## src/rtl/alu_ctrl_pkg.sv

```systemverilog
// Shared definitions for the ALU sequencing controller: FSM encoding,
// ALU function codes and display page selectors.
package alu_ctrl_pkg;

  typedef enum logic [1:0] {
    IDLE  = 2'b00,
    ISSUE = 2'b01,
    WAIT  = 2'b10,
    HOLD  = 2'b11
  } state_t;

  localparam logic [1:0] FN_ADD = 2'b00;
  localparam logic [1:0] FN_SUB = 2'b01;
  localparam logic [1:0] FN_MUL = 2'b10;
  localparam logic [1:0] FN_DIV = 2'b11;

  localparam logic PG_RESULT   = 1'b0;
  localparam logic PG_OPERANDS = 1'b1;

endpackage

```

## src/rtl/alu_seq_ctrl_if.sv

```systemverilog
// Handshake bus between the sequencing controller (master) and the shared
// ALU datapath (slave).
interface alu_seq_ctrl_if #(parameter int width = 6);
  logic [width-1:0]   alu_a;
  logic [width-1:0]   alu_b;
  logic [1:0]         alu_func;
  logic               alu_start;
  logic               alu_done;
  logic [2*width-1:0] alu_out;
  logic               alu_ovf;

  modport master (
    output alu_a, alu_b, alu_func, alu_start,
    input  alu_done, alu_out, alu_ovf
  );

  modport slave (
    input  alu_a, alu_b, alu_func, alu_start,
    output alu_done, alu_out, alu_ovf
  );
endinterface

```

## src/rtl/alu_seq_ctrl_page_timer.sv

```systemverilog
// Display page toggler for HOLD: flips page every PAGE_TICKS enabled cycles,
// restarting from the result page whenever clear is high.
module page_timer
  import alu_ctrl_pkg::*;
#(
  parameter int PAGE_TICKS = 50000000
) (
  input  logic clk,
  input  logic rst,
  input  logic clear,
  input  logic en,
  output logic page
);

  // One spare bit so PAGE_TICKS = 2^k never wraps the counter early.
  localparam int CW = $clog2(PAGE_TICKS) + 1;
  localparam logic [CW-1:0] LAST = CW'(PAGE_TICKS - 1);

  logic [CW-1:0] cnt;

  always_ff @(posedge clk or posedge rst) begin
    if (rst) begin
      cnt  <= '0;
      page <= PG_RESULT;
    end else if (clear) begin
      cnt  <= '0;
      page <= PG_RESULT;
    end else if (en) begin
      if (cnt == LAST) begin
        cnt  <= '0;
        page <= ~page;
      end else begin
        cnt <= cnt + 1'b1;
      end
    end
  end

endmodule

```

## src/rtl/alu_seq_ctrl.sv

```systemverilog
// Sequences one ALU operation per go pulse: latch operands, pulse start,
// wait for done with timeout, capture result, then page the display in HOLD.
//   state | meaning
//   IDLE  | no result yet / divide-by-zero flagged for next cycle
//   ISSUE | alu_start high for one cycle
//   WAIT  | counting towards TIMEOUT for alu_done
//   HOLD  | result valid, display paging
module alu_seq_ctrl
  import alu_ctrl_pkg::*;
#(
  parameter int width      = 6,
  parameter int PAGE_TICKS = 50000000,
  parameter int TIMEOUT    = 64
) (
  input  logic               clk,
  input  logic               rst,
  input  logic               go,
  input  logic [width-1:0]   a,
  input  logic [width-1:0]   b,
  input  logic [1:0]         func,
  output logic               busy,
  alu_seq_ctrl_if.master     alu_bus,
  output logic [2*width-1:0] result,
  output logic               err,
  output logic               timeout,
  output logic               valid,
  output logic               page
);

  localparam int TW = $clog2(TIMEOUT) + 1;
  localparam logic [TW-1:0] TO_VAL = TW'(TIMEOUT);

  state_t           state, state_n;
  logic [TW-1:0]    wait_cnt;
  logic             dz_pend;
  logic [width-1:0] a_q, b_q;
  logic [1:0]       func_q;
  logic             start_q;
  logic             accept, div_zero, pg_clear;

  // A flagged divide-by-zero occupies one IDLE cycle; go is not taken then.
  assign accept   = go && (state == IDLE || state == HOLD) && !dz_pend;
  assign div_zero = (func == FN_DIV) && (b == '0);
  assign pg_clear = accept || (state != HOLD);

  assign alu_bus.alu_a     = a_q;
  assign alu_bus.alu_b     = b_q;
  assign alu_bus.alu_func  = func_q;
  assign alu_bus.alu_start = start_q;

  always_comb begin
    state_n = state;
    case (state)
      IDLE, HOLD: begin
        if (accept)       state_n = div_zero ? IDLE : ISSUE;
        else if (dz_pend) state_n = HOLD;
      end
      ISSUE:   state_n = alu_bus.alu_done ? HOLD : WAIT;
      WAIT:    if (alu_bus.alu_done || wait_cnt == TO_VAL) state_n = HOLD;
      default: state_n = IDLE;
    endcase
  end

  always_ff @(posedge clk or posedge rst) begin
    if (rst) begin
      state    <= IDLE;
      busy     <= 1'b0;
      start_q  <= 1'b0;
      dz_pend  <= 1'b0;
      wait_cnt <= '0;
      a_q      <= '0;
      b_q      <= '0;
      func_q   <= '0;
      result   <= '0;
      err      <= 1'b0;
      timeout  <= 1'b0;
      valid    <= 1'b0;
    end else begin
      state   <= state_n;
      busy    <= (state_n == ISSUE) || (state_n == WAIT);
      start_q <= (state_n == ISSUE);
      dz_pend <= accept && div_zero;
      if (accept) begin
        a_q     <= a;
        b_q     <= b;
        func_q  <= func;
        valid   <= 1'b0;
        err     <= 1'b0;
        timeout <= 1'b0;
      end
      if (dz_pend) begin
        result  <= '0;
        err     <= 1'b1;
        timeout <= 1'b0;
        valid   <= 1'b1;
      end
      case (state)
        ISSUE: begin
          wait_cnt <= TW'(1);
          if (alu_bus.alu_done) begin
            result <= alu_bus.alu_out;
            err    <= alu_bus.alu_ovf;
            valid  <= 1'b1;
          end
        end
        WAIT: begin
          if (alu_bus.alu_done) begin
            result <= alu_bus.alu_out;
            err    <= alu_bus.alu_ovf;
            valid  <= 1'b1;
          end else if (wait_cnt == TO_VAL) begin
            result  <= '0;
            err     <= 1'b1;
            timeout <= 1'b1;
            valid   <= 1'b1;
          end else begin
            wait_cnt <= wait_cnt + 1'b1;
          end
        end
        default: wait_cnt <= '0;
      endcase
    end
  end

  page_timer #(.PAGE_TICKS(PAGE_TICKS)) u_page_timer (
    .clk   (clk),
    .rst   (rst),
    .clear (pg_clear),
    .en    (state == HOLD),
    .page  (page)
  );

endmodule

```

## src/flat_wrapper.sv

```systemverilog
// flat-port wrapper written by rule: the top's interface ports become plain ports
module alu_seq_ctrl_flat import alu_ctrl_pkg::*;
#(
  parameter int width      = 6,
  parameter int PAGE_TICKS = 50000000,
  parameter int TIMEOUT    = 64
)
  (clk, rst, go, a, b, func, busy, result, err, timeout, valid, page, alu_bus_alu_a, alu_bus_alu_b, alu_bus_alu_func, alu_bus_alu_start, alu_bus_alu_done, alu_bus_alu_out, alu_bus_alu_ovf);
  alu_seq_ctrl_if #(.width(width)) alu_bus_i ();
  input  logic clk;
  input  logic rst;
  input  logic go;
  input  logic [width-1:0] a;
  input  logic [width-1:0] b;
  input  logic [1:0] func;
  output logic busy;
  output logic [2*width-1:0] result;
  output logic err;
  output logic timeout;
  output logic valid;
  output logic page;
  output wire logic [$bits(alu_bus_i.alu_a)-1:0] alu_bus_alu_a;
  output wire logic [$bits(alu_bus_i.alu_b)-1:0] alu_bus_alu_b;
  output wire logic [$bits(alu_bus_i.alu_func)-1:0] alu_bus_alu_func;
  output wire logic [$bits(alu_bus_i.alu_start)-1:0] alu_bus_alu_start;
  input wire logic [$bits(alu_bus_i.alu_done)-1:0] alu_bus_alu_done;
  input wire logic [$bits(alu_bus_i.alu_out)-1:0] alu_bus_alu_out;
  input wire logic [$bits(alu_bus_i.alu_ovf)-1:0] alu_bus_alu_ovf;
  assign alu_bus_alu_a = alu_bus_i.alu_a;
  assign alu_bus_alu_b = alu_bus_i.alu_b;
  assign alu_bus_alu_func = alu_bus_i.alu_func;
  assign alu_bus_alu_start = alu_bus_i.alu_start;
  assign alu_bus_i.alu_done = alu_bus_alu_done;
  assign alu_bus_i.alu_out = alu_bus_alu_out;
  assign alu_bus_i.alu_ovf = alu_bus_alu_ovf;
  alu_seq_ctrl #(.width(width), .PAGE_TICKS(PAGE_TICKS), .TIMEOUT(TIMEOUT)) u_core (.clk(clk), .rst(rst), .go(go), .a(a), .b(b), .func(func), .busy(busy), .alu_bus(alu_bus_i), .result(result), .err(err), .timeout(timeout), .valid(valid), .page(page));
endmodule
```

## config.mk

```make
export PLATFORM = sky130hd
export DESIGN_NAME = alu_seq_ctrl_flat
export DESIGN_NICKNAME = d
export VERILOG_FILES = /design/src/rtl/alu_ctrl_pkg.sv /design/src/rtl/alu_seq_ctrl_if.sv /design/src/rtl/alu_seq_ctrl_page_timer.sv /design/src/rtl/alu_seq_ctrl.sv /design/src/flat_wrapper.sv
export SDC_FILE = /design/constraint.sdc
export NUM_CORES = 1
export LEC_CHECK = 0
export ABC_CLOCK_PERIOD_IN_PS = 2800
export BUFFER_PORTS_ARGS = -buffer_cell sky130_fd_sc_hd__buf_2
export CAP_MARGIN = 25
export CORE_MARGIN = 2
export CORE_UTILIZATION = 40
export CTS_CLUSTER_DIAMETER = 40
export DETAILED_ROUTE_END_ITERATION = 8
export HOLD_SLACK_MARGIN = 0.02
export PLACE_DENSITY = 0.72
export SLEW_MARGIN = 10
export SYNTH_ARGS = -nofsm -noshare
export SYNTH_HDL_FRONTEND = slang
export SYNTH_SLANG_ARGS = --single-unit
```

## constraint.sdc

```tcl
create_clock -name clk -period 2.8 [get_ports clk]
set_clock_uncertainty 0.1 [all_clocks]
set_input_delay 0.56 -clock clk [delete_from_list [all_inputs] [get_ports clk]]
set_output_delay 0.56 -clock clk [all_outputs]
set_load 0.1 [all_outputs]
```

# After elaboration in Yosys (flattened, before gate mapping)
# Cells that the tools add are included.
totals:
  reg_bits: 69
  latchBits: 0
  ram_bits: 0
  mem_bits_ro: 0
  input_bits: 31
  output_inout_bits: 32
  wordCells: 81
  n_memories: 0
classes:
  add_sub_neg: 2
  multipliers: 0
  div: 0
  magnitude_cmp: 0
  n_eq_ne: 11
  shifts: 0
  muxes: 37
  bitwise: 1
  n_reduce_logical: 16
ops:
  columns: ["operator", "count"]
  rows:
  - ["two-way mux 27 bit", 3]
  - ["two-way mux 12 bit", 4]
  - ["adder 27 x 1 -> 27 bit, second input constant", 1]
  - ["== test 27 x 26 -> 1 bit, second input constant", 1]
  - ["one-hot mux 12 bit (2 select lines)", 1]
  - ["two-way mux 1 bit", 20]
  - ["two-way mux 7 bit", 2]
  - ["one-hot mux 7 bit (2 select lines)", 1]
  - ["== test 2 bit, second input constant", 4]
  - ["adder 7 x 1 -> 7 bit, second input constant", 1]
  - ["== test 7 bit, second input constant", 1]
  - ["logical NOT 6 bit", 1]
  - ["two-way mux 2 bit", 3]
  - ["inequality test 2 bit, second input constant", 3]
  - ["one-hot mux 2 bit (3 select lines)", 1]
  - ["== test 2 x 1 -> 1 bit, second input constant", 2]
  - ["logical AND 1 bit", 4]
  - ["logical OR 1 bit", 4]
  - ["one-hot mux 1 bit (2 select lines)", 2]
  - ["AND reduction 2 bit", 2]
  - ["nonzero test 2 bit", 2]
  - ["logical NOT 2 bit", 1]
  - ["OR reduction 2 bit", 1]
  - ["logical NOT 1 bit", 1]
  - ["inverter 1 bit", 1]

# Logic depth before layout (Yosys ltp)
depth:
  ltp_word: 9
  depth_mapped: 9
  mapped_depth_nobuf: 8

# Modules after synthesis
# Synthesis repeated with hierarchy kept, for this count alone.
hier_totals:
  cells_unflattened: 342
  area_unflattened_um2: 3544.6
by_module_without_submodules:
  columns: ["mod", "instances", "cells_per_inst", "area_each_um2", "seq_area_each_um2"]
  rows:
  - ["alu_seq_ctrl", 1, 180, 1999.4, 1026.0]
  - ["page_timer", 1, 162, 1545.2, 700.7]

# Least setup slack after synthesis
# No wires, ideal clock.
synth_timing:
  kind: "reg-to-reg"
  from: "register u_core.state[0]"
  to: "register u_core.busy"
  setup_time_ns: 0.113
  arrival_time_ns: 1.998
  required_time_ns: 2.587
  setup_slack_ns: 0.589
  path_stages_with_launch: 10
  n_path_buf: 1
  period_less_slack_ns: 2.211
  cell_sequence: "dfrtp_1 inv_1 ha_1 nor2b_1 and2_1 clkbuf_1 and3_1 o211ai_1 ha_1 inv_1"
synth_via:
  elab_chain_cells: 8
  word_cells_on_any_way: 15
  cone_classes: "5 x eq/ne; 4 x mux; 6 x reduce/logical"
synth_lines:
  columns: ["item", "line", "rtl"]
  rows:
  - ["from (decl)", "alu_seq_ctrl.sv:33", "state_t state, state_n;"]
  - ["from (signal assigned)", "alu_seq_ctrl.sv:79", "state <= state_n;"]
  - ["== test 2 bit or logical NOT 2 bit (tied branches)", "alu_seq_ctrl.sv:42, alu_seq_ctrl.sv:53", null]
  - ["logical OR 1 bit", "alu_seq_ctrl.sv:42", "assign accept = go && (state == IDLE || state == HOLD) && !dz_pend;"]
  - ["logical AND 1 bit (2 in a row)", "alu_seq_ctrl.sv:42", null]
  - ["two-way mux 2 bit", "alu_seq_ctrl.sv:55", "if (accept) state_n = div_zero ? IDLE : ISSUE;"]
  - ["one-hot mux 2 bit (3 select lines) (*)", "alu_seq_ctrl.sv:53", "case (state)"]
  - ["net u_core.state_n[0]", "alu_seq_ctrl.sv:33", null]
  - ["== test 2 x 1 -> 1 bit or == test 2 bit (tied branches)", "alu_seq_ctrl.sv:80", "busy <= (state_n == ISSUE) || (state_n == WAIT);"]
  - ["logical OR 1 bit (*)", "alu_seq_ctrl.sv:80", null]
  - ["to (signal assigned)", "alu_seq_ctrl.sv:80", null]
  - ["to (decl)", "alu_seq_ctrl.sv:21", "output logic busy,"]
# The timed path passes the listed nets; every way through them passes the cells marked *.
# A chain may end at the register's enable or synchronous reset.

# Worst setup path after layout
# Ends and elaborated chain as after synthesis.

==> impl_metrics.toml <==
[die]
dieArea_um2 = 9270
io_pins = 63
core_area_um2 = 8260
fp.dieW_um = 96.3
fp.dieH_um = 96.3
initial_core_util = 0.413
rows = 33

[synthesis]
synth_top_cells_by_area = "dfrtp_1, mux2_2, nor3b_1"
synth-seq-area-share = 0.507
synthFlopType = "dfrtp_1"
ys_types = 44
synth_compound_area_frac = 0.108
yosys.area_share.xor_xnor = 0.0385
synth-edff-count = 0
synthSimpleGateAreaFrac = 0.237
synth_most_common_cell = "dfrtp_1"
netlist.area_leader.share = 0.507
synth_top_area_cell = "dfrtp_1"
synth_common_cells = "dfrtp_1, nand2_1, nor3_1"
syn_area_um2 = 3410
synth_cells = 327
ys_ff_latch = 69
synth-async-reset-ratio = 1.00
syn-num-nets = 365
synth.avg_cell_area_um2 = 10.4
synthAdderAreaFrac = 0.0257
ys_warn_count = 0
synth_top_family_by_area = "simple AND/OR/NAND/NOR gates"
synthMuxAreaShare = 0.0529

[clocking]
clk_path_buf_depth = 2
cts-buffers-inserted = 9
clk_latency_ns = 0.35
cts_tree = "yes"
cts_root_buffer = "clkbuf_8"
cts.sink_count = 69
clk_transition_reported_paths_ns = 0.07
htreeDepth = 3

[global_routing]
grt.met1_usage = 0.188
grt_remaining_overflow = 0
antenna_found_initial = 0
use_met2 = 0.282
grt_pass1_wl_um = 11600
grt_util_met3 = 0.0470
grt_pass1_vias = 2629
busiest_layer = "met2"
track_usage = 0.160
grt_max_degree = 67

[setup_path]
crit_path_end_kind = "flop"
cp.arrival_ns = 2.54
path_delay_family = "simple AND/OR/NAND/NOR gates"
startpoint_type = "flop"
path_depth = 8
cp_max_fo = 8
reg2reg_depth = 8
path_class = "reg2reg"
cp_slowest_cell = "dfrtp_1"
required_ns = 2.95
max_stage_delay_ns = 0.41
crit_buf_inv = 2
crit_chain = "inv_1, ha_1, nor2b_1, and2_1, and3_1, o211ai_1, ha_1, inv_1"

[finish]
areaGrowthSynthToFinish_pct = 19.3
antenna_cells = 0
finalNetCount = 434
instances_no_fill = 506
drive_gt1_frac = 0.277
n_fill_cell = 753

[place]
dp_hpwl_um = 5090
place.port_buffers = 62
placed_cells = 489
routabilityCongestion = 0.904

[sta]
final-hold-violation-count = 0
post-route-min-period_ns = 2.39
drv_slew = 0
slew_headroom = 0.626
setup_tns_ns = 0
rsz0062_at_grt = "no"
finalCritPeriodShare = 0.853
max_clock_freq_ghz = 0.419
worst_slew_pin_slew_ns = 0.556
setup_viol = 0

[min_path]
hp-class = "in2reg"
worstHoldPathCells = 2

[run_status]
status = "complete, no violations"

[drt]
dr.first_iter.drc_count = 119
ant_nets = 0
routed-via-count = 2735
vias_per_cell = 5.41
drc = 0
drtPass1Iterations = 4
totalWireLength_um = 7070
wire_per_inst_um = 14.0

[power]
peakVddDrop_mv = 0.617
p_per_area_nw_per_um2 = 1140
power.total_uw = 4640
p_leak_uw = 0.00177

[flow_run]
maxCapViolCount = 0
kinds of logic after synthesis:
| kind of cell | Yosys count |
|---|---|
| buf+inv | 25 |
| fa+ha+maj | 7 |
| simple gates | 139 |
| mux | 16 |
| flops | 69 |
| compound gates | 56 |
| xor+xnor | 15 |
sequential cells by signal, indices dropped and copies added (netlist names):
register and cells:
u_core.valid 1, u_core.u_page_timer.page 1, u_core.dz_pend 1, u_core.wait_cnt 7, u_core.timeout 1, u_core.err 1, u_core.state 2, u_core.alu_bus.alu_b 6
u_core.u_page_timer.cnt 27, u_core.busy 1, u_core.alu_bus.alu_start 1, u_core.result 12, u_core.alu_bus.alu_func 2, u_core.alu_bus.alu_a 6
per-stage QoR:
stage	cell area (µm²)	setup WS, ns	util	hold WS, ns
floorplan	3410	0.400	-	0.367
global placement	3860	0.512	0.467	0.333
detailed placement	3860	0.434	0.467	0.339
CTS	4070	0.417	0.493	0.328
global route	4070	0.234	0.493	0.334
finish	4070	0.413	0.493	0.339
final timing paths:
path / start / slack (ns) / endpoint
max in group asynchronous: rst / 1.54 / u_core.u_page_timer.cnt[10]
max: u_core.state[0] / 0.41 / u_core.busy
max reg2reg: u_core.state[0] / 0.41 / u_core.busy
min: a[3] / 0.34 / u_core.alu_bus.alu_a[3]
min reg2reg: u_core.valid / 0.38 / u_core.valid
min in group asynchronous: rst / 0.53 / u_core.u_page_timer.cnt[1]
cell usage in the layout (no fill, tap or decap), types with 8 or more instances in the layout:
master    netlist  final
nand4_1         9      9
a211oi_1       10     10
clkbuf_8        0     10
mux2_2         16     16
buf_2           3     62
nand2_1        20     20
dfrtp_1        69     69
nand3_1        18     18
nor3b_1        14     14
a21oi_1        15     15
nor3_1         19     19
xor2_1          8      8
o21ai_0        11     11
nor2_1         17     17
inv_1          13     12
final cells by class:
cell class                 count  area, µm²  area share
clock buffer                  10        138      0.0338
clock inverter                 6       61.3      0.0151
inverter                      13       48.8      0.0120
multi-input combinational    233       1580       0.388
sequential                    69       1730       0.424
tap                          105        131      0.0323
timing repair buffer          70        385      0.0947
metal layers:
metal	up-vias	wire length, µm	part of all wire
met4	0	45	0.0064
met5	-	0	0
met1	1329	3140	0.44
li1	1349	-	-
met3	5	316	0.045
met2	52	3570	0.51
power breakdown:
part	total, µW	internal, µW	leakage (µW)	switching, µW
sequential	1330	1220	0.000910	110
clock	807	433	0.000102	374
combinational	2500	525	0.000753	1980
timing repair:
item                                   CTS  global route
buffers inserted                         0             0
resized for setup                        0             0
endpoints found under the hold margin    3             0
hold buffers                             1             0
(Power assumes the default switching activity.)
